[config.mk]
export PLATFORM = sky130hd
export DESIGN_NAME = adc_spi_rx
export DESIGN_NICKNAME = d
export VERILOG_FILES = /design/src/rtl/adc_pkg.sv /design/src/rtl/edge_det.sv /design/src/rtl/adc_spi_rx.sv
export SDC_FILE = /design/constraint.sdc
export NUM_CORES = 1
export LEC_CHECK = 0
export ABC_AREA = 1
export CAP_MARGIN = 15
export CORE_ASPECT_RATIO = 0.75
export CORE_MARGIN = 3
export CORE_UTILIZATION = 49
export CTS_CLUSTER_SIZE = 12
export DETAILED_ROUTE_END_ITERATION = 10
export PLACE_DENSITY = 0.83
export SYNTH_ARGS = -nofsm -noshare
export SYNTH_HDL_FRONTEND = slang
export SYNTH_HIERARCHICAL = 1
export SYNTH_SLANG_ARGS = --single-unit
[constraint.sdc]
create_clock -name clk -period 1.4 [get_ports clk]
set_input_delay 0.28 -clock clk [delete_from_list [all_inputs] [get_ports clk]]
set_output_delay 0.28 -clock clk [all_outputs]
set_load 0.02 [all_outputs]
[src/rtl/adc_pkg.sv]
// ============================================================================
// adc_pkg : shared state encoding and default frame geometry for adc_spi_rx
// Revision : 1.0
// ============================================================================
`default_nettype none

package adc_pkg;

   localparam int DEF_BITS   = 16;
   localparam int DEF_DATA_W = 12;
   localparam int DEF_QUIET  = 2;

   typedef enum logic [1:0] {
      IDLE  = 2'd0,
      SHIFT = 2'd1,
      DONE  = 2'd2
   } state_t;

endpackage

`default_nettype wire

[src/rtl/edge_det.sv]
// ============================================================================
// edge_det : one-clk rise/fall strobes for a level generated in the clk domain
// Revision : 1.0
// ============================================================================
`default_nettype none

module edge_det (
   input  logic clk,
   input  logic rst,
   input  logic sig,
   output logic rise,
   output logic fall
);

   logic sig_d;

   always_ff @(posedge clk or negedge rst) begin
      if (!rst) begin
         sig_d <= 1'b0;
      end else begin
         sig_d <= sig;
      end
   end

   assign rise = sig & ~sig_d;
   assign fall = ~sig & sig_d;

endmodule

`default_nettype wire

[src/rtl/adc_spi_rx.sv]
// ============================================================================
// adc_spi_rx : continuous SPI ADC frame receiver; sclk is treated as data
// Revision : 1.0
// ============================================================================
`default_nettype none

module adc_spi_rx
   import adc_pkg::*;
#(
   parameter int BITS   = DEF_BITS,
   parameter int DATA_W = DEF_DATA_W,
   parameter int QUIET  = DEF_QUIET
) (
   input  logic              clk,
   input  logic              rst,
   input  logic              sclk,
   input  logic              sdata,
   output logic              cs,
   output logic [DATA_W-1:0] data,
   output logic              data_valid,
   output logic              frame_err
);

   localparam int CNT_W = $clog2(BITS + 1);
   localparam int QW    = $clog2(QUIET + 1);

   localparam logic [CNT_W-1:0] BIT_LAST  = CNT_W'(BITS - 1);
   localparam logic [QW-1:0]    QUIET_MAX = QW'(QUIET);

   state_t            state;
   state_t            next_state;
   logic              rise;
   logic              fall;
   logic [QW-1:0]     quiet_cnt;
   logic [CNT_W-1:0]  bit_cnt;
   logic [BITS-1:0]   shreg;
   logic              lead_nz;
   logic              cs_nxt;
   logic              start;
   logic              capture;

   edge_det u_edge_det (
      .clk  (clk),
      .rst  (rst),
      .sig  (sclk),
      .rise (rise),
      .fall (fall)
   );

   // A frame with no header bits can never be flagged as malformed.
   generate
      if (BITS > DATA_W) begin : g_lead
         assign lead_nz = |shreg[BITS-1:DATA_W];
      end else begin : g_no_lead
         assign lead_nz = 1'b0;
      end
   endgenerate

   always_ff @(posedge clk or negedge rst) begin
      if (!rst) begin
         state <= IDLE;
      end else begin
         state <= next_state;
      end
   end

   always_comb begin
      next_state = state;
      case (state)
         IDLE:    if (fall && (quiet_cnt == QUIET_MAX)) next_state = SHIFT;
         SHIFT:   if (rise && (bit_cnt == BIT_LAST))    next_state = DONE;
         DONE:    if (fall)                             next_state = IDLE;
         default:                                       next_state = IDLE;
      endcase
   end

   always_comb begin
      cs_nxt  = 1'b1;
      start   = 1'b0;
      capture = 1'b0;
      case (state)
         IDLE: begin
            cs_nxt = (next_state == IDLE);
            start  = (next_state == SHIFT);
         end
         SHIFT: begin
            cs_nxt = 1'b0;
         end
         DONE: begin
            cs_nxt  = (next_state == IDLE);
            capture = (next_state == IDLE);
         end
         default: begin
            cs_nxt = 1'b1;
         end
      endcase
   end

   always_ff @(posedge clk or negedge rst) begin
      if (!rst) begin
         cs         <= 1'b1;
         data       <= '0;
         data_valid <= 1'b0;
         frame_err  <= 1'b0;
      end else begin
         cs         <= cs_nxt;
         data_valid <= capture;
         if (capture) begin
            data      <= shreg[DATA_W-1:0];
            frame_err <= lead_nz;
         end
      end
   end

   // Quiet count only advances while idle and saturates; a new gap starts at frame end.
   always_ff @(posedge clk or negedge rst) begin
      if (!rst) begin
         quiet_cnt <= '0;
      end else if (capture) begin
         quiet_cnt <= '0;
      end else if ((state == IDLE) && rise && (quiet_cnt != QUIET_MAX)) begin
         quiet_cnt <= quiet_cnt + QW'(1);
      end
   end

   always_ff @(posedge clk or negedge rst) begin
      if (!rst) begin
         bit_cnt <= '0;
         shreg   <= '0;
      end else if (start) begin
         bit_cnt <= '0;
         shreg   <= '0;
      end else if ((state == SHIFT) && rise) begin
         bit_cnt <= bit_cnt + CNT_W'(1);
         shreg   <= {shreg[BITS-2:0], sdata};
      end
   end

endmodule

`default_nettype wire

==> qor.yml, run 1 <==
drt_first_pass_iters: 4
grtUsageMet2: 0.215
finalHoldViolations: 0
antenna_left: 0
cp.required_ns: 1.61
period_needed_ns: 1.33
min_path_type: "primary input to register"
placedCellCount: 235
worst_slew_pin_slew_ns: 0.313
setup_viol: 0
synth_area_leader_cell: "dfrtp_1"
worstPathArrival_ns: 1.55
power.total_mw: 3.30
fp-row-count: 18
drv_slew: 0
io_buffers: 18
grt_overflow: 0
power_density_nw_per_um2: 1550
grt.met3_usage: 0.0475
cap_violations: 0
dieArea_um2: 4310
synth_cell_types: 22
instances_no_fill: 246
cts-root-buf: "clkbuf_8"
r2r_start: "bit_cnt[0]$_DFFE_PN0P_"
syn_area_um2: 1740
synth-edff-count: 0
grt_pass1_wl_um: 4790
synth_nets: 180
drc: 0
dp_hpwl_um: 2030
synthTopCellsByArea: "dfrtp_1 58%, nand2_1 8.4%, inv_1 5.4%, o21ai_2 5.0%, o21ai_0 4.9%"
clock_skew_ns: 0.00592
htreeDepth: 2
core_area_um2: 3360
relSlewSlack: 0.791
fp.dieW_um: 74.8
ys.flop_type: "dfrtp_1"
grt_pass1_vias: 1122
viasPerCell: 4.86
drive_above_1_share: 0.204
numCtsBuffers: 5
gr-usage-met1: 0.206
drt_iter0_drc: 45
whs_path_depth: 1
leakage_nw: 1.09
whs_endpoint: "u_edge_det/sig_d$_DFF_PN0_"
async_flop_share: 1.00
clock_latency_ns: 0.29
grt.total_usage: 0.150
netlist.area_leader.share: 0.576
io_pins: 19
start_util: 0.518
avgSynthCellArea_um2: 10.1
synth_cells: 173
gp_congestion: 0.769
cts_tree: "yes"
antenna_found_initial: 0
cpMaxStageDelayCell: "dfrtp_1"
clockBufferDepth: 2
routedWlPerCell_um: 12.3
finalCritPeriodShare: 0.952
r2r_cells: 7
cts.reportedPaths.clkPinSlew_ns: 0.07
die_y_um: 57.6
worst_setup_path_end_kind: "register"
grt_max_degree: 30
cp_max_fo: 2
yosys_warnings: 6
status: "finished, final reports clean"
area_growth_pct: 22.9
fmax_ghz: 0.750
fin_nets: 213
path_cells: "ha_2, and3_1, ha_1, nand2_1, inv_1, o21ai_2, nor2_1"
path_class: "register to register"
vias: 1195
diodes: 0
worstReg2RegEnd: "cs$_DFF_PN1_"
critPathLaunchType: "register"
clock_sinks: 41
crit_start: "bit_cnt[0]$_DFFE_PN0P_"
min_from: "sclk"
cpPeakStageDelay_ns: 0.39
ys_seq_area_frac: 0.591
regToRegSetupSlack_ns: 0.07
peakVddDrop_v: 0.000609
ys_ff_latch: 41
routed_wl_um: 3020
grt_busiest_layer: "met2"
-- sequential cells by signal, summed over array words and instances, names as in the netlist --
name / cells
quiet_cnt: 2
cs: 1
frame_err: 1
bit_cnt: 5
data: 12
u_edge_det/sig_d: 1
shreg: 16
state: 2
data_valid: 1
-- where the power goes --
group	switching [mW]	total (mW)	internal (mW)
clock	0.364	0.754	0.391
combinational	0.499	0.855	0.355
sequential	0.198	1.70	1.50
total	1.06	3.30	2.24
-- timing repair --
action                                 4_1_cts  5_1_grt
endpoints found under the hold margin       12        0
pin swaps                                    0        4
gates resized for setup                     18       13
buffers inserted                             0        1
gates cloned                                 0        2
hold buffers                                 1        0
setup endpoints to repair                   27       21
-- kinds of logic (layout without fill, tap and decap cells) --
family                   Yosys count  after routing  synth area share
buffers and inverters             31             62            0.0914
AO/OA/AOI/OAI                     34             34             0.120
flip-flops                        41             41             0.591
XOR/XNOR                           1              1           0.00504
adder cells (fa/ha/maj)            3              3            0.0216
AND/OR/NAND/NOR                   63             65             0.171
-- synthesized netlist by cell type, types with 2 or more instances --
master,number
nand2_1,39
o21ai_1,6
o21ai_2,10
buf_6,3
nand3_1,10
inv_1,25
ha_1,3
dfrtp_1,40
nand3_4,2
nor2_1,7
o21ai_0,17
-- stage by stage --
step	setup TNS [ns]	instance area (um^2)	util	hold slack, ns	setup slack [ns]
3_5_place_dp	-8.78	1990	0.592	0.192	-0.392
4_1_cts	0	2070	0.616	0.405	0.00189
2_1_floorplan	0	1740	-	-0.0156	0.0679
5_1_grt	-0.0148	2140	0.637	0.181	-0.0148
6_report	0	2140	0.637	0.188	0.0675
3_3_place_gp	-7.25	1990	0.592	0.191	-0.306
-- layout by cell type, fill, tap and decap left out, types with 2 or more instances in the layout --
cell	netlist	final
buf_4	0	9
clkbuf_8	0	6
dfrtp_1	40	40
dlygate4sd2_1	0	14
ha_1	3	2
inv_1	25	25
nand2_1	39	39
nand3_1	10	10
nand3_2	1	2
nand3_4	2	2
nor2_1	7	4
nor2_4	0	3
o21ai_0	17	16
o21ai_1	6	6
o21ai_2	10	11
-- worst max path at each step --
stage,endpoint,slack (ns)
5_1_grt,cs$_DFF_PN1_,-0.01
3_5_place_dp,shreg[3]$_DFFE_PN0P_,-0.39
3_3_place_gp,shreg[0]$_DFFE_PN0P_,-0.31
6_report,cs$_DFF_PN1_,0.07
4_1_cts,shreg[1]$_DFFE_PN0P_,0.002
2_1_floorplan,cs$_DFF_PN1_,0.07
-- per-layer routing --
layer	vias up	share of wire	wire length, um
met5	-	0	0
met4	0	0.017	51
met3	6	0.030	91
met2	18	0.46	1390
met1	552	0.49	1490
li1	619	-	-
-- final cells by class --
type                    instances  area (um^2)
clock buffers                   7         86.3
fillers                       283         1220
inverters                      26          110
multi-input cells             103          612
flip-flops and latches         41         1030
well taps                      40         50.0
repair buffers                 29          253
-- critical path: cells and delay by family, from the launching register on --
family / cells / cell delay [ns]
AO/OA/AOI/OAI: 1 / 0.13
flip-flops: 1 / 0.39
buffers and inverters: 1 / 0.05
adder cells (fa/ha/maj): 2 / 0.36
AND/OR/NAND/NOR: 3 / 0.32
Power figures use the tool's default switching activity.
==> inputs of run 2 (changes only) <==
- ABC_CLOCK_PERIOD_IN_PS: default -> 1400
- CAP_MARGIN: 15 -> default
- GPL_TIMING_DRIVEN: default -> 1
==> results of run 2 <==
Same layout as run 1: the final DEF is identical, and so are final timing and power.
